## src/rtl/pipe_ctrl.sv

```systemverilog
// rtl/pipe_ctrl.sv - pipeline stall/flush sequencing controller for the 6-stage core
//
// Purpose: merges ID/EX/MEM stall requests into the per-stage stall vector,
// sequences exception/ERET redirection (IDLE -> FREEZE -> FLUSH -> REFILL) and
// flags stalls that persist for MAX_STALL consecutive cycles.
//
// Optional feature macro: PIPE_CTRL_PERF_EN (adds perf_stall_cycles / perf_flush_count).
//
// Ports:
//   clk            in   rising-edge clock
//   rst            in   asynchronous active-low reset
//   stallreq_id    in   ID stage hold request
//   stallreq_ex    in   EX stage hold request
//   stallreq_mem   in   MEM stage hold request (data bus wait)
//   excepttype_i   in   exception code from MEM, 0 = none
//   cp0_epc_i      in   EPC, sampled together with the exception
//   stall          out  [0]=PC [1]=IF [2]=ID [3]=EX [4]=MEM [5]=WB, 1 = hold
//   flush          out  one-cycle flush pulse
//   new_pc         out  redirect target, meaningful while flush = 1
//   busy           out  sequencer not idle
//   stall_timeout  out  sticky watchdog flag
//   perf_stall_cycles / perf_flush_count  out  (PIPE_CTRL_PERF_EN only)

module pipe_ctrl #(
    parameter logic [31:0] EXC_VECTOR    = 32'h0000_0020,
    parameter logic [31:0] ERET_CODE     = 32'h0000_000E,
    parameter int unsigned REFILL_CYCLES = 3,
    parameter int unsigned MAX_STALL     = 1024
) (
    input  logic        clk,
    input  logic        rst,
    input  logic        stallreq_id,
    input  logic        stallreq_ex,
    input  logic        stallreq_mem,
    input  logic [31:0] excepttype_i,
    input  logic [31:0] cp0_epc_i,
    output logic [5:0]  stall,
    output logic        flush,
    output logic [31:0] new_pc,
    output logic        busy,
`ifdef PIPE_CTRL_PERF_EN
    output logic [31:0] perf_stall_cycles,
    output logic [15:0] perf_flush_count,
`endif
    output logic        stall_timeout
);

    localparam logic [3:0]  REFILL_W = 4'(REFILL_CYCLES);
    localparam logic [15:0] MAX_W    = 16'(MAX_STALL);

    typedef enum logic [1:0] {
        ST_IDLE   = 2'd0,
        ST_FREEZE = 2'd1,
        ST_FLUSH  = 2'd2,
        ST_REFILL = 2'd3
    } state_e;

    state_e      state_q, state_d;
    logic [31:0] target_q, target_d;
    logic [31:0] new_pc_q, new_pc_d;
    logic [3:0]  refill_q, refill_d;
    logic [15:0] wdog_q, wdog_d;
    logic        timeout_q, timeout_d;

    logic [5:0]  req_stall;
    logic [5:0]  stall_c;
    logic        flush_c;

    // Highest requester wins: a MEM hold also freezes everything upstream.
    always_comb begin
        req_stall = 6'b000000;
        if (stallreq_mem) begin
            req_stall = 6'b011111;
        end else if (stallreq_ex) begin
            req_stall = 6'b001111;
        end else if (stallreq_id) begin
            req_stall = 6'b000111;
        end
    end

    always_comb begin
        state_d  = state_q;
        target_d = target_q;
        new_pc_d = new_pc_q;
        refill_d = refill_q;
        stall_c  = 6'b000000;
        flush_c  = 1'b0;
        case (state_q)
            ST_IDLE: begin
                if (excepttype_i != 32'd0) begin
                    // Hold MEM/WB so the faulting instruction never retires.
                    stall_c  = 6'b011111;
                    target_d = (excepttype_i == ERET_CODE) ? cp0_epc_i : EXC_VECTOR;
                    state_d  = ST_FREEZE;
                end else begin
                    stall_c = req_stall;
                end
            end
            ST_FREEZE: begin
                // Publish the target only now so new_pc is stable outside FLUSH.
                new_pc_d = target_q;
                state_d  = ST_FLUSH;
            end
            ST_FLUSH: begin
                flush_c  = 1'b1;
                refill_d = REFILL_W;
                state_d  = ST_REFILL;
            end
            ST_REFILL: begin
                stall_c = req_stall;
                // Only stall-free cycles count toward the refill window.
                if (req_stall == 6'b000000) begin
                    if (refill_q <= 4'd1) begin
                        refill_d = 4'd0;
                        state_d  = ST_IDLE;
                    end else begin
                        refill_d = refill_q - 4'd1;
                    end
                end
            end
            default: state_d = ST_IDLE;
        endcase
    end

    // Watchdog: counts consecutive stalled cycles, saturating at MAX_STALL.
    always_comb begin
        if ((stall_c == 6'b000000) || flush_c) begin
            wdog_d = 16'd0;
        end else if (wdog_q < MAX_W) begin
            wdog_d = wdog_q + 16'd1;
        end else begin
            wdog_d = wdog_q;
        end
        // Visible during the stall cycle that reaches the limit, then sticky.
        timeout_d = timeout_q | (wdog_d == MAX_W);
    end

    always_ff @(posedge clk or negedge rst) begin
        if (!rst) begin
            state_q   <= ST_IDLE;
            target_q  <= 32'd0;
            new_pc_q  <= 32'd0;
            refill_q  <= 4'd0;
            wdog_q    <= 16'd0;
            timeout_q <= 1'b0;
        end else begin
            state_q   <= state_d;
            target_q  <= target_d;
            new_pc_q  <= new_pc_d;
            refill_q  <= refill_d;
            wdog_q    <= wdog_d;
            timeout_q <= timeout_d;
        end
    end

    // Combinational outputs are gated so they read as reset values while rst is low.
    assign stall         = rst ? stall_c : 6'b000000;
    assign flush         = rst & flush_c;
    assign stall_timeout = rst & timeout_d;
    assign new_pc        = new_pc_q;
    assign busy          = (state_q != ST_IDLE);

`ifdef PIPE_CTRL_PERF_EN
    logic [31:0] perf_stall_q;
    logic [15:0] perf_flush_q;

    always_ff @(posedge clk or negedge rst) begin
        if (!rst) begin
            perf_stall_q <= 32'd0;
            perf_flush_q <= 16'd0;
        end else begin
            if (stall_c != 6'b000000) begin
                perf_stall_q <= perf_stall_q + 32'd1;
            end
            if (flush_c) begin
                perf_flush_q <= perf_flush_q + 16'd1;
            end
        end
    end

    assign perf_stall_cycles = perf_stall_q;
    assign perf_flush_count  = perf_flush_q;
`endif

endmodule

```

## config.mk

```make
export PLATFORM = sky130hd
export DESIGN_NAME = pipe_ctrl
export DESIGN_NICKNAME = d
export VERILOG_FILES = /design/src/rtl/pipe_ctrl.sv
export SDC_FILE = /design/constraint.sdc
export NUM_CORES = 1
export LEC_CHECK = 0
export ABC_AREA = 0
export BUFFER_PORTS_ARGS = -buffer_cell sky130_fd_sc_hd__buf_2
export CORE_ASPECT_RATIO = 0.7
export CORE_MARGIN = 3
export CORE_UTILIZATION = 25
export CTS_BUF_LIST = sky130_fd_sc_hd__clkbuf_16
export DETAILED_ROUTE_END_ITERATION = 10
export PLACE_DENSITY = 0.43
export SYNTH_ARGS = -nofsm -noshare
export SYNTH_HDL_FRONTEND = slang
export SYNTH_SLANG_ARGS = --single-unit
```

## constraint.sdc

```tcl
create_clock -name clk -period 2.2 [get_ports clk]
set_input_delay 0 -clock clk [delete_from_list [all_inputs] [get_ports clk]]
set_output_delay 0 -clock clk [all_outputs]
set_load 0.02 [all_outputs]
```

### Word-level counts from Yosys, hierarchy flattened

Index checks and enable logic that the tools add are counted.

* $lt $le $gt $ge: 2
* eq/ne operators: 8
* add/sub/neg operators: 2
* reduce and logical (&&, ||, !) cells: 10
* muxes and demuxes: 17
* bitwise gates (word level): 3

Operators with widths (number)
* == test 32 x 4 -> 1 bit, second input constant: 1
* 2-to-1 mux 16 bit: 2
* 2-to-1 mux 32 bit: 1
* nonzero test 32 bit: 1
* 2-to-1 mux 6 bit: 3
* adder 16 x 1 -> 16 bit, second input constant: 1
* == test 16 x 11 -> 1 bit, second input constant: 1
* < comparator 16 x 11 -> 1 bit, second input constant: 1
* zero test 6 bit: 2
* 2-to-1 mux 4 bit: 3
* one-hot mux 6 bit (2 select lines): 1
* one-hot mux 2 bit (4 select lines): 1
* one-hot mux 4 bit (2 select lines): 1
* 2-to-1 mux 2 bit: 3
* inequality test 2 bit, second input constant: 3
* == test 2 bit, second input constant: 2
* less-or-equal comparator 4 x 1 -> 1 bit, second input constant: 1
* AND reduction 2 bit: 2
* nonzero test 2 bit: 2
* subtractor 4 x 1 -> 4 bit, second input constant: 1
* 2-to-1 mux 3 bit: 1
* AND reduction 3 bit: 1
* bitwise AND 1 bit: 2
* == test 2 x 1 -> 1 bit, second input constant: 1
* 4 further kinds: 4

* input port bits: 69
* output and inout bits: 41
* register bits after elaboration: 87
* word-level logic and storage cells: 48

### Logic depth before layout (Yosys ltp)

Gate-level depths: netlist of run 1.

* depth after elaboration: 11
* depth in mapped cells: 7
* mapped depth without buffers: 7

### Worst setup path before layout of run 1

OpenSTA, ideal clock, no wires.

* path kind: register to register
* start: register wdog_q[12]
* end: register timeout_q
* period minus slack after synthesis: 1.910 ns
* arrival time: 1.790 ns
* setup slack: 0.290 ns
* required time: 2.080 ns
* stages on the path, launching flop included: 6
* library setup time: 0.120 ns
* path buffers: 0
* cells stage by stage: dfrtp_1 or4_4 nor4_4 nor3_2 or2_0 a41o_1

* longest elaborated chain between the ends: 5
* elaborated cells on any way between the ends: 6
* classes of those cells: add/sub (1); order compare (1); eq/ne (1); mux (2); bitwise (1)

Ends and longest elaborated chain
* from (decl): RTL line 62 `logic [15:0] wdog_q, wdog_d;`
* from (signal assigned): RTL line 151 `wdog_q <= wdog_d;`
* adder 16 x 1 -> 16 bit / < comparator 16 x 11 -> 1 bit (equally long branches): RTL line 130, 129
* 2-to-1 mux 16 bit (*): RTL line 129 `end else if (wdog_q < MAX_W) begin`
* 2-to-1 mux 16 bit (*): RTL line 127 `if ((stall_c == 6'b000000) || flush_c) begin`
* == test 16 x 11 -> 1 bit (*): RTL line 135 `timeout_d = timeout_q | (wdog_d == MAX_W);`
* OR 1 bit (*): RTL line 135
* via timeout_d: RTL line 63 `logic timeout_q, timeout_d;`
* to (signal assigned): RTL line 152 `timeout_q <= timeout_d;`
* to (decl): RTL line 63

The timed path passes the listed nets; every way through them passes the cells marked *.
A chain may end at the register's enable or synchronous reset.

### Worst setup path in the final report of run 1

* start: register wdog_q[1]
* end: output stall_timeout

* longest elaborated chain between the ends: 6
* elaborated cells on any way between the ends: 7
* classes of those cells: add/sub (1); order compare (1); eq/ne (1); mux (2); bitwise (2)

Ends and longest elaborated chain
* adder 16 x 1 -> 16 bit / < comparator 16 x 11 -> 1 bit (equally long branches): RTL line 130, 129
* 2-to-1 mux 16 bit (*): RTL line 129
* 2-to-1 mux 16 bit (*): RTL line 127
* == test 16 x 11 -> 1 bit (*): RTL line 135
* OR 1 bit (*): RTL line 135
* bitwise AND 1 bit (*): RTL line 159 `assign stall_timeout = rst & timeout_d;`
* to (decl): RTL line 45 `output logic stall_timeout`

Every way passes the cells marked *; elsewhere a longest branch is shown, timed or not.

==> run summary, run 1 <==
Slowest cell on crit path: dfrtp_1
Yosys top cell area share: 0.570
Die footprint: 0.0168 mm²
Worst hold endpoint: target_q[5]
Crit-path max cell delay: 0.40 ns
Worst Path Buf+Inv: 1
Reg2reg end: timeout_q
Max frequency: 445 MHz
Total grt overflow: 0
Slew of the pin with the lowest slew margin: 0.950 ns
Worst vdd ir: 0.401 mV
GRT Overall Usage: 0.115
Most common flop cell mapped by yosys: dfrtp_1
Cell Rows: 37
Reg2Reg Launch Point: wdog_q[11]
Fin crit period: 2.25 ns
Root Buffer Master: clkbuf_16
Sequence of cells on the critical path: ha_2, nor4bb_4, nand4_1, xnor2_1, nor4_2, a41o_1, buf_6
Mapped cell area: 0.00382 mm²
Worst Hold Launch: excepttype_i[1]
Number of diodes: 0
Ys async rst share: 1.00
Critical Path AT: 2.25 ns
CTS clk-pin slew, worst paths: 0.06 ns
Final Non-Filler Cells: 661
Count leader, synth: dfrtp_1
DR vias/cell: 4.54
Req. time, crit path: 2.20 ns
Clock buffer count from CTS: 9
Largest delay contributor family on the critical path: simple AND/OR/NAND/NOR gates
Last weighted congestion value of the routability-driven placer: 0.806
Routed WL: 9780 µm
Critical path depth: 7
Clk_skew: 0.00664 ns
Hpwl dp: 6800 µm
Final hold viol count: 0
Avg Inst Size Synth: 12.3 µm²
Worst skew pair latency: 0.33 ns
DR iter-0 viols: 134
RSZ-0062 raised after global routing: yes
CTS tree: done
Initial antenna violation count: 0
Final cycle utilization of the critical path: 1.02
Worst relative slew slack: 0.367
Fin nets: 537
Final setup fails: 1
Largest net degree at the start of global routing: 73
Worst Slack Setup Final: -0.0495 ns
Cells after Synth: 310
Setup crit start kind: register
Critical Path Sink Type: output port
H-Tree Depth: 3
Fin. max-slew vios: 0
Worst min path class: input pin to register
Num Clock Sinks: 87
Post-route ant nets: 0
Number of enable flip-flop cells after synthesis: 0
Layout area overhead: 40.2%
Worst Path Max Fanout: 4
Post-synthesis sequential area ratio: 0.570
Worst Setup Path Type: register to output port
Number of global-route vias before repair: 2987
Yosys warnings: 0
Syn Nets: 386
Leakage: 0.00263 µW
Initial Util: 0.258
TritonRoute pass-1 iters: 4
Die Wd: 154 µm
Hold Path Stages: 4
Ports: 110
Max-cap violations: 0
Die height: 109 µm
Yosys top cell by area: dfrtp_1
DP Cell Count: 608
Port Buffers: 108
Synth top area cells: dfrtp_1, mux2_2, a22o_1
Failing checks: setup timing
Status: finished, violations left
Routed WL per cell: 14.8 µm
CORE AREA: 0.0148 mm²
FILL cells: 1488
Cells on worst reg2reg path: 5
DRC: 0
Synth cell types: 47
FF+latch count, synth: 87
Setup total negative slack: -0.0495 ns
Pwr dens: 837 mW/mm²
First-pass GRT wire length: 15600 µm
Vias post-DR: 3004
Flop2flop setup slack: 0.23 ns
Share of cells above drive strength 1: 0.406
Deepest clock path buffer count: 2
Synth top cells by count: dfrtp_1, mux2_2, a22o_1
==> kinds of logic (layout without fill, tap and decap cells) <==
| kind of cell | Yosys count | count (layout) | synth area share |
|---|---|---|---|
| and+or+nand+nor | 83 | 83 | 0.126 |
| muxes | 33 | 33 | 0.0973 |
| adders and majority gates | 7 | 7 | 0.0229 |
| buffers and inverters | 27 | 183 | 0.0334 |
| AOI/OAI and AO/OA | 62 | 62 | 0.127 |
| xor gates and xnor gates | 10 | 10 | 0.0229 |
| other | 1 | 1 | 0.000982 |
| DFF | 87 | 87 | 0.570 |
==> layer usage <==
layer	global-route usage	routed length, µm	vias to the layer above
met5	0	0	-
met2	0.184	4630	74
met1	0.161	4710	1486
met3	0.0260	378	4
li1	-	-	1440
met4	0.0284	67	0
==> worst max-delay path by stage <==
stage | startpoint | end | slack, ns
2_1_floorplan | wdog_q[12] | timeout_q | 0.29
3_3_place_gp | wdog_q[12] | stall_timeout | 0.14
3_5_place_dp | wdog_q[1] | stall_timeout | 0.13
4_1_cts | wdog_q[11] | stall_timeout | -0.03
5_1_grt | wdog_q[1] | stall_timeout | -0.16
6_report | wdog_q[1] | stall_timeout | -0.05
==> area by class of cell <==
cell class              instances  area [µm²]  area share
clock buffers                   9         225      0.0420
clock inverters                 7        80.1      0.0149
inverters                      10        37.5     0.00701
multi-input cells             196        1570       0.293
flip-flops and latches         87        2180       0.406
well taps                     195         244      0.0456
repair buffers                157        1020       0.191
==> stage by stage <==
stage / utilization / hold slack [ns] / power, µW / setup slack, ns / instance area (µm²)
2_1_floorplan: - / -0.296 / 2500 / 0.290 / 3820
3_3_place_gp: 0.313 / -0.101 / 2930 / 0.144 / 4640
3_5_place_dp: 0.313 / -0.103 / 2940 / 0.131 / 4640
4_1_cts: 0.361 / 0.0650 / 4570 / -0.0339 / 5340
5_1_grt: 0.362 / 0.0910 / 4730 / -0.159 / 5360
6_report: 0.362 / 0.0776 / 4480 / -0.0495 / 5360
==> where the power goes <==
group	total (µW)	switching [µW]	internal [µW]
clock network	1560	658	897
registers	1690	44.2	1640
logic	1240	738	501
==> worst reg2reg max path: stages, from the launching register on <==
cell and delay (ns):
dfrtp_1 0.41, or4_4 0.59, nor4_4 0.32, nor3_2 0.09, or2_0 0.23, a41o_1 0.23
==> what timing repair did <==
action,in CTS,in global routing
endpoints found under the hold margin,47,0
endpoints found under the setup margin,1,1
buffers inserted,4,0
pin swaps,7,0
gates resized for setup,7,3
hold buffers,33,0
==> sequential cells by signal (all words and copies together), names as in the netlist <==
register,cells
new_pc,32
refill_q,4
target_q,32
state_q,2
wdog_q,16
timeout_q,1
==> cells in the final DEF (no fill, tap or decap), drive strengths merged, types with 2 or more instances in the layout <==
master	Yosys	final
mux2	33	33
ha	7	7
xor2	3	3
a21boi	2	2
dlygate4sd3	0	33
nor3	10	10
nor2	19	19
or2	2	2
buf	11	124
or4	2	2
nor4	12	12
nand4	8	8
o22ai	2	2
xnor2	7	7
nand2b	2	2
o211ai	2	2
a22o	31	31
a41o	2	2
and2	9	9
nand2	6	6
inv	10	13
o21ai	4	4
clkinv	0	3
dfrtp	87	87
a21oi	11	11
clkbuf	6	9
nand3	8	8
or3	2	2
Power figures use the tool's default switching activity.
==> run 2: changes to the inputs <==
BUFFER_PORTS_ARGS = not set   (was -buffer_cell sky130_fd_sc_hd__buf_2)
DONT_BUFFER_PORTS = 1   (was not set)
PLACE_DENSITY = 0.37   (was 0.43)
==> run 2 against run 1 <==
Effect of this change: the run now ends clean; via count decreased by 13%; clock power shrank 7%; core utilization is 3.5 points lower; register-to-register slack got worse by 0.03 ns; critical path depth fell by 2; sequential power about the same; power down 3.1%; design area fell by 9.7%; count of clock-buffer cells in the layout did not move; routed wire length down 3.6%; critical path type unchanged; largest power group unchanged.
==> run summary, run 2 (synthesis gave the netlist of run 1 again) <==
Min Hold Slack: 0.0170 ns (-0.0606 ns)
Crit-path max cell delay: 0.60 ns (+0.20 ns)
Worst skew pair latency: 0.33 ns (about the same)
Num Clock Sinks: 87 (unchanged)
Most frequent cells in the layout: dfrtp_1, mux2_2, dlygate4sd3_1
Worst vdd ir: 0.338 mV (-16%)
Dpl ws: 0.118 ns (-0.0122 ns)
CTS clk-pin slew, worst paths: 0.06 ns (about the same)
Worst Setup Path Type: register to output port
Status: completed
Final setup fails: 0 (-1)
H-Tree Depth: 3 (unchanged)
Reg area: 0.00218 mm² (unchanged)
Post-route ant nets: 0 (unchanged)
Critical Path AT: 2.20 ns (-0.05 ns)
Total grt overflow: 0 (unchanged)
Die footprint: 0.0168 mm² (unchanged)
DR iter-0 viols: 131 (-2.2%)
Worst path most repeated cell: nand3_1
Slowest cell on crit path: or4_4
Routed WL: 9430 µm (-3.6%)
Fin util: 0.326 (-0.0351)
Die height: 109 µm (unchanged)
Worst Slack Setup Final: 0.00225 ns (+0.0518 ns)
Req. time, crit path: 2.20 ns (about the same)
Initial antenna violation count: 0 (unchanged)
Cell Rows: 37 (unchanged)
Ports: 110 (unchanged)
Number of global-route vias before repair: 2703 (-9.5%)
CTS tree: done
Share of cells above drive strength 1: 0.236 (-0.169)
Fin crit period: 2.20 ns (-0.0518 ns)
CORE AREA: 0.0148 mm² (unchanged)
Number of diodes: 0 (unchanged)
Initial Util: 0.258 (unchanged)
Deepest clock path buffer count: 2 (unchanged)
GRT Overall Usage: 0.114 (-0.00115)
Hpwl dp: 6150 µm (-9.6%)
Setup crit start kind: register
Area of placed instances: 0.00412 mm² (-11%)
Last weighted congestion value of the routability-driven placer: 0.771 (-4.4%)
Worst min path class: input pin to register
Die Wd: 154 µm (unchanged)
Final Instance Area: 0.00484 mm² (-9.7%)
DR vias/cell: 4.71 (+3.6%)
Layout area overhead: 26.6%
Worst Path Buf+Inv: 0 (-1)
Port Buffers: 0 (-100%)
Max-cap violations: 0 (unchanged)
FILL cells: 1490 (+0.13%)
Critical Path Sink Type: output port
Worst Path Max Fanout: 4 (unchanged)
Largest net degree at the start of global routing: 88 (+21%)
Clk_skew: 0.00673 ns (+0.0000900 ns)
Largest delay contributor family on the critical path: simple AND/OR/NAND/NOR gates
Final hold viol count: 0 (unchanged)
Footprint of the multi-input gates: 0.00157 mm² (+0.32%)
TritonRoute pass-1 iters: 4 (unchanged)
Routed WL per cell: 17.0 µm (+15%)
Sequence of cells on the critical path: or4_4, nor4_4, nand3_1, nand3_1, a41o_2
First-pass GRT wire length: 15100 µm (-3.4%)
Commonest non-fill, non-tap cell in the layout: dfrtp_1
DRC: 0 (unchanged)
RSZ-0062 raised after global routing: yes
Setup total negative slack: 0 ns (+0.0495 ns)
Fin nets: 431 (-20%)
Leakage: 0.00216 µW (-18%)
Max frequency: 455 MHz (+2.4%)
Pwr dens: 899 mW/mm² (+7.4%)
Vias post-DR: 2614 (-13%)
Fin. max-slew vios: 0 (unchanged)
Clock buffer count from CTS: 9 (unchanged)
Root Buffer Master: clkbuf_16
Final cycle utilization of the critical path: 0.999 (-0.0235)
## run 2: final timing paths
check                                startpoint       endpoint  slack (ns)  cells past startpoint
worst max-delay path                 wdog_q[14]  stall_timeout       0.002                      5
worst min-delay path            excepttype_i[1]    target_q[5]        0.02                      3
worst max register to register       wdog_q[14]      timeout_q        0.20                      5
worst min register to register        timeout_q      timeout_q        0.46                      1
max in group asynchronous                   rst   target_q[28]        1.59                      2
min in group asynchronous                   rst      new_pc[1]        0.24                      2
## run 2: cell type report
class	instances	share of cell area
Inverter	10	0.00776
Clock inverter	7	0.0116
Clock buffer	9	0.0466
Timing Repair Buffer	51	0.108
Sequential cell	87	0.450
Tap cell	195	0.0505
Multi-Input combinational cell	196	0.325
## run 2: routing by layer
layer	vias to the layer above	wire [µm]	GRT usage	part of all wire
met5	-	0	0	0
met4	0	73	0.0284	0.0077
met3	7	477	0.0334	0.051
met2	68	4170	0.174	0.44
met1	1295	4710	0.160	0.50
li1	1244	-	-	-
## run 2: what timing repair did
| item | in CTS | in global routing |
|---|---|---|
| hold buffers | 34 | 0 |
| hold endpoints to repair | 119 | 0 |
| pin swaps | 5 | 1 |
| gates resized for setup | 6 | 3 |
| setup endpoints to repair | 1 | 1 |
| buffers inserted | 4 | 0 |
## run 2: through the flow
stage,power [µW],std cells
3_5_place_dp,2850,501
5_1_grt,4620,555
2_1_floorplan,2500,310
6_report,4350,555
3_3_place_gp,2860,501
4_1_cts,4460,555
## run 2: where the power goes
| group | internal, µW | switching, µW |
|---|---|---|
| logic | 472 | 732 |
| clock network | 782 | 670 |
| registers | 1640 | 45.3 |
## run 2: worst register-to-register path, stage by stage (launching register included)
cell and delay, ns:
dfrtp_1 0.43, or4_4 0.60, nor4_4 0.31, nor3_2 0.07
or2_0 0.24, a41o_1 0.24
